===== src/rtl/gbe_txofctr_pkg.sv =====
// Shared constants and types for the 10GbE TX-overflow counter block.
package gbe_txofctr_pkg;

  localparam int CNT_W = 32;

  // Byte offsets from the slave window base
  localparam logic [31:0] REG_CTRL     = 32'h0000_0000;
  localparam logic [31:0] REG_SNAP     = 32'h0000_0004;
  localparam logic [31:0] REG_STATUS   = 32'h0000_0008;
  localparam logic [31:0] REG_CNT_BASE = 32'h0000_0010;

  localparam int CTRL_ENABLE_BIT = 0;
  localparam int CTRL_CLEAR_BIT  = 1;
  localparam int STATUS_ANY_BIT  = 31;

  typedef enum logic [1:0] {
    IDLE = 2'd0,
    ACK  = 2'd1,
    WAIT = 2'd2
  } opb_state_e;

  typedef struct packed {
    logic        rnw;
    logic [31:0] off;
  } opb_req_t;

endpackage


===== src/rtl/gbe_ovf_counter.sv =====
// One saturating 32-bit overflow counter plus its processor-visible snapshot.
module gbe_ovf_counter
  import gbe_txofctr_pkg::*;
(
  input  logic             gclk,
  input  logic             grst_n,
  input  logic             en,
  input  logic             evt,
  input  logic             clr,
  input  logic             snap,
  output logic [CNT_W-1:0] snap_q,
  output logic             nz
);

  logic [CNT_W-1:0] cnt_q;

  // Clear beats a same-cycle event; saturate instead of wrapping
  always_ff @(posedge gclk or negedge grst_n) begin
    if (!grst_n)                         cnt_q <= '0;
    else if (clr)                        cnt_q <= '0;
    else if (en && evt && (cnt_q != '1)) cnt_q <= cnt_q + CNT_W'(1);
  end

  // Snapshot captures the pre-increment value; CLEAR leaves it alone
  always_ff @(posedge gclk or negedge grst_n) begin
    if (!grst_n)   snap_q <= '0;
    else if (snap) snap_q <= cnt_q;
  end

  assign nz = |cnt_q;

endmodule


===== src/rtl/gbe_txofctr_ctrl.sv =====
// Shared OPB slave for the per-core TX-overflow counters: enable/clear/snapshot
// sequencing and single-handshake snapshot reads.
module gbe_txofctr_ctrl
  import gbe_txofctr_pkg::*;
#(
  parameter logic [31:0] C_BASEADDR   = 32'h010C0500,
  parameter logic [31:0] C_HIGHADDR   = 32'h010C05FF,
  parameter int          C_OPB_AWIDTH = 32,
  parameter int          C_OPB_DWIDTH = 32,
  parameter int          N_PORTS      = 4
)(
  input  logic                      OPB_Clk,
  input  logic                      OPB_Rst_n,
  input  logic [0:C_OPB_AWIDTH-1]   OPB_ABus,
  input  logic [0:C_OPB_DWIDTH/8-1] OPB_BE,
  input  logic [0:C_OPB_DWIDTH-1]   OPB_DBus,
  input  logic                      OPB_RNW,
  input  logic                      OPB_select,
  input  logic                      OPB_seqAddr,
  output logic [0:C_OPB_DWIDTH-1]   Sl_DBus,
  output logic                      Sl_errAck,
  output logic                      Sl_retry,
  output logic                      Sl_toutSup,
  output logic                      Sl_xferAck,
  input  logic [N_PORTS-1:0]        ovf_event,
  output logic                      ovf_any
);

  opb_state_e state_q, state_nxt;
  opb_req_t   req_q;

  logic                            hit;
  logic [31:0]                     abus_off;
  logic [C_OPB_DWIDTH-1:0]         wdata;
  logic [29:0]                     off_w;
  logic                            xfer_ack, req_cap, wr_stb;
  logic                            ctrl_wr, snap_stb, clr_stb;
  logic                            enable_q;
  logic [31:0]                     rdata;
  logic [N_PORTS-1:0]              cnt_nz;
  logic [N_PORTS-1:0][CNT_W-1:0]   snap_q;
  logic                            unused_ok;

  assign hit      = OPB_select && (OPB_ABus >= C_BASEADDR) && (OPB_ABus <= C_HIGHADDR);
  assign abus_off = 32'(OPB_ABus) - C_BASEADDR;
  // Big-endian bus: OPB_DBus[31] lands on wdata[0]
  assign wdata    = OPB_DBus;
  assign off_w    = req_q.off[31:2];

  // ---------------- OPB FSM ----------------
  always_ff @(posedge OPB_Clk or negedge OPB_Rst_n) begin
    if (!OPB_Rst_n) state_q <= IDLE;
    else            state_q <= state_nxt;
  end

  always_comb begin
    state_nxt = state_q;
    case (state_q)
      IDLE:    if (hit) state_nxt = ACK;
      ACK:     state_nxt = WAIT;
      WAIT:    if (!OPB_select) state_nxt = IDLE;
      default: state_nxt = IDLE;
    endcase
  end

  always_comb begin
    req_cap  = (state_q == IDLE) && hit;
    xfer_ack = (state_q == ACK);
    wr_stb   = xfer_ack && !req_q.rnw;
  end

  // Address/RNW frozen at the hit so bus changes during ACK are harmless
  always_ff @(posedge OPB_Clk or negedge OPB_Rst_n) begin
    if (!OPB_Rst_n)   req_q <= '0;
    else if (req_cap) req_q <= '{rnw: OPB_RNW, off: abus_off};
  end

  // ---------------- register writes ----------------
  assign ctrl_wr  = wr_stb && (off_w == REG_CTRL[31:2]);
  assign snap_stb = wr_stb && (off_w == REG_SNAP[31:2]);
  assign clr_stb  = ctrl_wr && wdata[CTRL_CLEAR_BIT];

  always_ff @(posedge OPB_Clk or negedge OPB_Rst_n) begin
    if (!OPB_Rst_n)   enable_q <= 1'b0;
    else if (ctrl_wr) enable_q <= wdata[CTRL_ENABLE_BIT];
  end

  always_ff @(posedge OPB_Clk or negedge OPB_Rst_n) begin
    if (!OPB_Rst_n)                      ovf_any <= 1'b0;
    else if (clr_stb)                    ovf_any <= 1'b0;
    else if (enable_q && (|ovf_event))   ovf_any <= 1'b1;
  end

  // ---------------- per-port counters ----------------
  for (genvar i = 0; i < N_PORTS; i++) begin : g_port
    gbe_ovf_counter u_cnt (
      .gclk   (OPB_Clk),
      .grst_n (OPB_Rst_n),
      .en     (enable_q),
      .evt    (ovf_event[i]),
      .clr    (clr_stb),
      .snap   (snap_stb),
      .snap_q (snap_q[i]),
      .nz     (cnt_nz[i])
    );
  end

  // ---------------- read mux ----------------
  always_comb begin
    rdata = '0;
    if (off_w == REG_CTRL[31:2]) begin
      rdata[CTRL_ENABLE_BIT] = enable_q;
    end else if (off_w == REG_STATUS[31:2]) begin
      rdata[N_PORTS-1:0]    = cnt_nz;
      rdata[STATUS_ANY_BIT] = ovf_any;
    end else begin
      for (int i = 0; i < N_PORTS; i++)
        if (off_w == REG_CNT_BASE[31:2] + 30'(i)) rdata = snap_q[i];
    end
  end

  assign Sl_xferAck = xfer_ack;
  assign Sl_DBus    = (xfer_ack && req_q.rnw) ? C_OPB_DWIDTH'(rdata) : '0;
  assign Sl_errAck  = 1'b0;
  assign Sl_retry   = 1'b0;
  assign Sl_toutSup = 1'b0;

  assign unused_ok = ^{OPB_BE, OPB_seqAddr, wdata, req_q.off[1:0]};

endmodule


===== config.mk =====
export PLATFORM = sky130hd
export DESIGN_NAME = gbe_txofctr_ctrl
export DESIGN_NICKNAME = d
export VERILOG_FILES = /design/src/rtl/gbe_txofctr_pkg.sv /design/src/rtl/gbe_ovf_counter.sv /design/src/rtl/gbe_txofctr_ctrl.sv
export SDC_FILE = /design/constraint.sdc
export NUM_CORES = 1
export LEC_CHECK = 0
export CAP_MARGIN = 40
export CORE_MARGIN = 4
export CORE_UTILIZATION = 60
export CTS_BUF_LIST = sky130_fd_sc_hd__clkbuf_16
export DETAILED_ROUTE_END_ITERATION = 10
export PLACE_DENSITY = 0.81
export SLEW_MARGIN = 25
export SYNTH_ARGS = -nofsm -noshare
export SYNTH_HDL_FRONTEND = slang
export SYNTH_SLANG_ARGS = --single-unit

===== constraint.sdc =====
create_clock -name OPB_Clk -period 3.45 [get_ports OPB_Clk]
set_clock_uncertainty 0.05 [all_clocks]
set_input_delay 0.345 -clock OPB_Clk [delete_from_list [all_inputs] [get_ports OPB_Clk]]
set_output_delay 0.345 -clock OPB_Clk [all_outputs]
set_load 0.02 [all_outputs]

======== Word-level counts from Yosys, hierarchy flattened ========
Cells that the tools add are included.
word-level totals
  bits in registers ....................... 293
  input bits .............................. 77
  output and inout port bits .............. 37
cells by class
  $add $sub $neg .......................... 5
  $lt $le $gt $ge ......................... 2
  equal/unequal tests ..................... 14
  muxes and demuxes ....................... 23
  reduce and logical (&&, ||, !) cells .... 31
operators by type and width
  operator                  count
  $mux W32                  13
  $add A32 B1 Y32 const B   4
  $ne A32 B32 Y1 const B    4
  $reduce_or A32 Y1         4
  $eq A30 B3 Y1 const B     4
  $ge A32 B25 Y1 const B    1
  $le A32 B25 Y1 const B    1
  $sub A32 B25 Y32 const B  1
  $mux W31                  1
  $eq A30 B1 Y1 const B     1
  $eq A30 B2 Y1 const B     1
  $logic_not A30 Y1         1
  $mux W27                  1
  $logic_and A1 B1 Y1       17
  $reduce_bool A2 Y1        5
  $pmux W2 S3               1
  $mux W1                   4
  $mux W2                   2
  $mux W4                   1
  $ne A2 B2 Y1 const B      2
  $reduce_or A4 Y1          1
  $eq A2 B1 Y1 const B      1
  $eq A2 B2 Y1 const B      1
  $logic_not A2 Y1          1
  other kinds (2)           2

======== Logic depth before layout (Yosys ltp) ========
  depth after elaboration ................. 8
  depth in mapped cells ................... 8
  gate-level depth less buffers ........... 7

======== By module ========
A second synthesis with hierarchy kept.
unflattened totals
  cells, all modules ...................... 1376
  area total of the unflattened synthesis .. 15015.7 µm²
modules (own cells, without submodules)
  module            instances  cells each  area each (µm²)
  gbe_ovf_counter   4          287         3083.0
  gbe_txofctr_ctrl  1          228         2683.8

======== Worst setup path after synthesis ========
No wires, ideal clock.
  path type ............................... reg2out
  start point ............................. register req_q (netlist bit off_w[1])
  end point ............................... output Sl_DBus[31] (netlist name)
  data arrival time ....................... 1.919 ns
  path slack .............................. 1.136 ns
  cell stages (with the launch flop) ...... 7
  path buffers ............................ 2
  cell sequence ........................... dfrtp_1 -> clkbuf_1 -> clkbuf_1 -> a21oi_1 -> o32ai_1 -> o21ai_0 -> a21boi_0
on the way
  longest elaborated chain between the ends .. 8
  elaborated cells on any way between the ends .. 13
  those cells by class .................... eq/ne (5); mux (7); reduce/logical (1)
RTL lines
  what                    line                     RTL
  start, declared         gbe_txofctr_ctrl.sv:30   opb_req_t req_q;
  start signal, assigned  gbe_txofctr_ctrl.sv:75   else if (req_cap) req_q <= '{rnw: OPB_RNW, off: abus_off};
  $eq A30 B3 Y1           gbe_txofctr_ctrl.sv:118  if (off_w == REG_CNT_BASE[31:2] + 30'(i)) rdata = snap_q[i];
  $mux W32 (4 in a row)   gbe_txofctr_ctrl.sv:118
  $mux W4                 gbe_txofctr_ctrl.sv:113  end else if (off_w == REG_STATUS[31:2]) begin
  $mux W1 *               gbe_txofctr_ctrl.sv:111  if (off_w == REG_CTRL[31:2]) begin
  $mux W32 *              gbe_txofctr_ctrl.sv:123  assign Sl_DBus = (xfer_ack && req_q.rnw) ? C_OPB_DWIDTH'(rdata) : '0;
  end, declared           gbe_txofctr_ctrl.sv:20   output logic [0:C_OPB_DWIDTH-1] Sl_DBus,
Mark *: on every way between the ends. The rest lies on a longest branch, timed or not.

======== Worst setup path in the final report ========
  start point ............................. register req_q (netlist bit off_w[15])
  end point ............................... output Sl_DBus[4] (netlist name)
on the way
  longest elaborated chain between the ends .. 8
  elaborated cells on any way between the ends .. 13
  those cells by class .................... eq/ne (5); mux (7); reduce/logical (1)
RTL lines
  what                   line
  $eq A30 B3 Y1          gbe_txofctr_ctrl.sv:118
  $mux W32 (4 in a row)  gbe_txofctr_ctrl.sv:118
  $mux W27               gbe_txofctr_ctrl.sv:113
  $mux W31 *             gbe_txofctr_ctrl.sv:111
  $mux W32 *             gbe_txofctr_ctrl.sv:123
Marked as above.

==> results.yml <==
detailed_routing:
  dr.pass1.iters: 7
  drt-total-wl_mm: 39.5
  ant_nets: 0
  wl_per_cell_um: 20.6
  routed_via_density: 6.53
  route.detailed.drc: 0
  drt_iter0_drc: 1333
  num_vias: 12500
clock_network:
  cts_root_buf: "clkbuf_16"
  cts_setup_buffers: 0
  clk_pin_slew_ns: 0.06
  clk_latency_ns: 0.56
  cts_sinks: 291
  htreeDepth: 1
  clockBufferDepth: 3
  cts_buffers: 31
  cts_tree: "yes"
floorplan:
  die_y_um: 168
  die_w_um: 168
  core_mm2: 0.0251
  rows: 58
  die-area_mm2: 0.0281
  start_util: 0.609
  io_pins: 114
sta:
  period_share: 0.956
  post-route-min-period_ns: 3.30
  timing.fmax_ghz: 0.303
  hold_viol_final: 0
  layout_setup_ws_ns: 0.152
  tightest_slew_ns: 0.820
  setup_viol: 0
  tns_ns: 0
  slew-limit-headroom: 0.453
  slew_violations: 0
  fin_hold_ws_ns: 0.351
  rsz0062_at_grt: "no"
critical_path:
  r2r_setup_slack_ns: 0.67
  end_kind: "primary output"
  path_cells: "nor4_1 > and4_4 > and4_1 > nand2_1 > buf_4 > nor2_1 > clkdlybuf4s50_1"
  r2r_end: "g_port[2].u_cnt.cnt_q[27]"
  cp_slowest_cell: "clkdlybuf4s50_1"
  arrival_ns: 2.90
  critical-path-max-stage-delay_ns: 0.61
  r2r_start: "enable_q"
  worst_ep_required_time_ns: 3.05
  reg2regPathDepth: 5
  startpoint: "off_w[15]"
  path_max_fanout: 21
  critPathLaunchType: "register"
  crit_end: "Sl_DBus[4]"
  critPathKind: "register to primary output"
synth:
  synthCells: 1523
  async_reset_ff_frac: 1.00
  syn_avg_cell_area_um2: 10.0
  synthTopCellsByArea: "dfrtp_1, mux2_2, a21oi_1, nor2_1, nand2_1"
  yosysTopAreaCell: "dfrtp_1"
  synth.distinct_cells: 65
  netlist.area_leader.share: 0.477
  ys_warn_count: 0
  synth_ff_type: "dfrtp_1"
  synth-seq-cells: 291
  yosysSeqAreaShare: 0.477
  synth_edf_count: 0
  syn_area_mm2: 0.0153
layout:
  fin_nets: 1650
  drive_above_1_share: 0.158
  regArea_mm2: 0.00728
  fill_cells: 1886
  multi_input_area_mm2: 0.00742
  area_growth_pct: 13.3
  finalNonFillerCells: 1917
  antenna_cells: 0
placed_design:
  place.detailed.hpwl_mm: 27.0
  gp_congestion: 0.938
  post-place-ws_ns: 0.518
  portBuffers: 75
  place_inst: 1857
power_and_ir_drop:
  vdd.ir_drop.worst_mv: 0.390
  static-leakage-power_nw: 7.61
  power_density_mw_per_mm2: 429
hold_path:
  hold_depth: 2
  worstHoldPathType: "input port to register"
global_route:
  grt_max_degree: 116
  grt_pass1_wl_mm: 64.9
  grt_antenna_before_repair: 1
  overflow: 0
  grt_usage: 0.279
  grt_pass1_vias: 12100
run:
  drv_cap: 0
run_status:
  status: "completed"
==> power by group <==
| part | internal, W | switching, W | total (W) |
|---|---|---|---|
| sequential | 0.00353 | 0.000188 | 0.00371 |
| clock | 0.00178 | 0.00137 | 0.00315 |
| combinational | 0.000227 | 0.000342 | 0.000569 |
==> area by class of cell <==
type,instances,share of cell area
timing repair buffer,106,0.0619
clock inverter,26,0.0105
tap,330,0.0238
clock buffer,31,0.0448
inverter,44,0.00954
sequential,291,0.421
multi-input combinational,1089,0.429
==> cells in the mapped netlist, types with 13 or more instances <==
cell / number
a2111oi_0: 13
a21oi_1: 108
and2_1: 16
and3_1: 16
and4_1: 27
buf_2: 18
clkbuf_1: 70
dfrtp_1: 291
inv_1: 44
mux2_2: 148
mux2i_1: 29
nand2_1: 103
nand3_1: 56
nand4_1: 57
nor2_1: 106
nor3_1: 22
nor4_1: 49
o21ai_0: 67
o22ai_1: 27
o31ai_1: 30
or3_1: 34
or4_1: 43
xnor2_1: 35
==> sequential cells by signal, indices dropped and copies added (netlist names) <==
signal,cells
enable_q,1
off_w,30
state_q,2
req_q,1
ovf_any,1
g_port.u_cnt.cnt_q,128
g_port.u_cnt.snap_q,128
==> kinds of logic (layout without fill, tap and decap cells) <==
group / after synthesis / in the layout / share of synthesized area
buffers and inverters: 145 / 207 / 0.0403
and+or+nand+nor: 569 / 569 / 0.207
DFF: 291 / 291 / 0.477
adders and majority gates: 10 / 10 / 0.00819
other: 1 / 3 / 0.000245
muxes: 180 / 180 / 0.132
AOI/OAI and AO/OA: 286 / 286 / 0.112
xor gates and xnor gates: 41 / 41 / 0.0235
==> layout by cell type (no fill, tap or decap), types with 21 or more instances in the layout <==
cell,instances
inv_1,49
clkdlybuf4s50_1,65
or3_1,34
o22ai_1,27
mux2i_1,29
and4_1,26
or4_1,43
nor4_1,48
dfrtp_1,289
nand3_1,56
o21ai_0,67
xnor2_1,35
buf_4,21
nand2_1,103
o31ai_1,30
clkbuf_16,31
a21oi_1,106
nor3_1,21
nor2_1,106
mux2_2,148
nand4_1,57
==> critical path: cells and delay by family, from the launching register on <==
| family | cells | cell delay, ns |
|---|---|---|
| buf+inv | 2 | 0.83 |
| flops | 1 | 0.37 |
| simple gates | 5 | 1.13 |
==> through the flow <==
| step | area [µm²] | total power [W] | utilization |
|---|---|---|---|
| global route | 17300 | 0.00772 | 0.690 |
| global placement | 16300 | 0.00428 | 0.649 |
| CTS | 17300 | 0.00747 | 0.688 |
| finish | 17300 | 0.00743 | 0.690 |
| detailed placement | 16300 | 0.00432 | 0.649 |
| floorplan | 15300 | 0.00404 | - |
==> how the worst min path moves through the flow <==
stage / from / endpoint / slack (ns)
6_report: OPB_DBus[31] / enable_q / 0.35
5_1_grt: OPB_RNW / req_q[32] / 0.35
4_1_cts: OPB_DBus[31] / enable_q / 0.33
3_5_place_dp: OPB_Rst_n / g_port[1].u_cnt.cnt_q[9] / 0.39
3_3_place_gp: OPB_Rst_n / g_port[1].u_cnt.cnt_q[8] / 0.38
2_1_floorplan: OPB_Rst_n / enable_q / -0.0006
==> layer usage <==
| layer | share of wire | track usage |
|---|---|---|
| met1 | 0.42 | 0.388 |
| met2 | 0.48 | 0.461 |
| met3 | 0.068 | 0.0406 |
| met4 | 0.033 | 0.0822 |
| met5 | 0 | 0 |
==> what timing repair did <==
| action | in CTS | in global routing |
|---|---|---|
| cloned | 0 | 0 |
| setup endpoints to repair | 1 | 30 |
| hold endpoints to repair | 98 | 0 |
| hold buffers | 1 | 0 |
| resized for setup | 2 | 13 |
| pin swaps | 0 | 0 |
(Power assumes the default switching activity.)
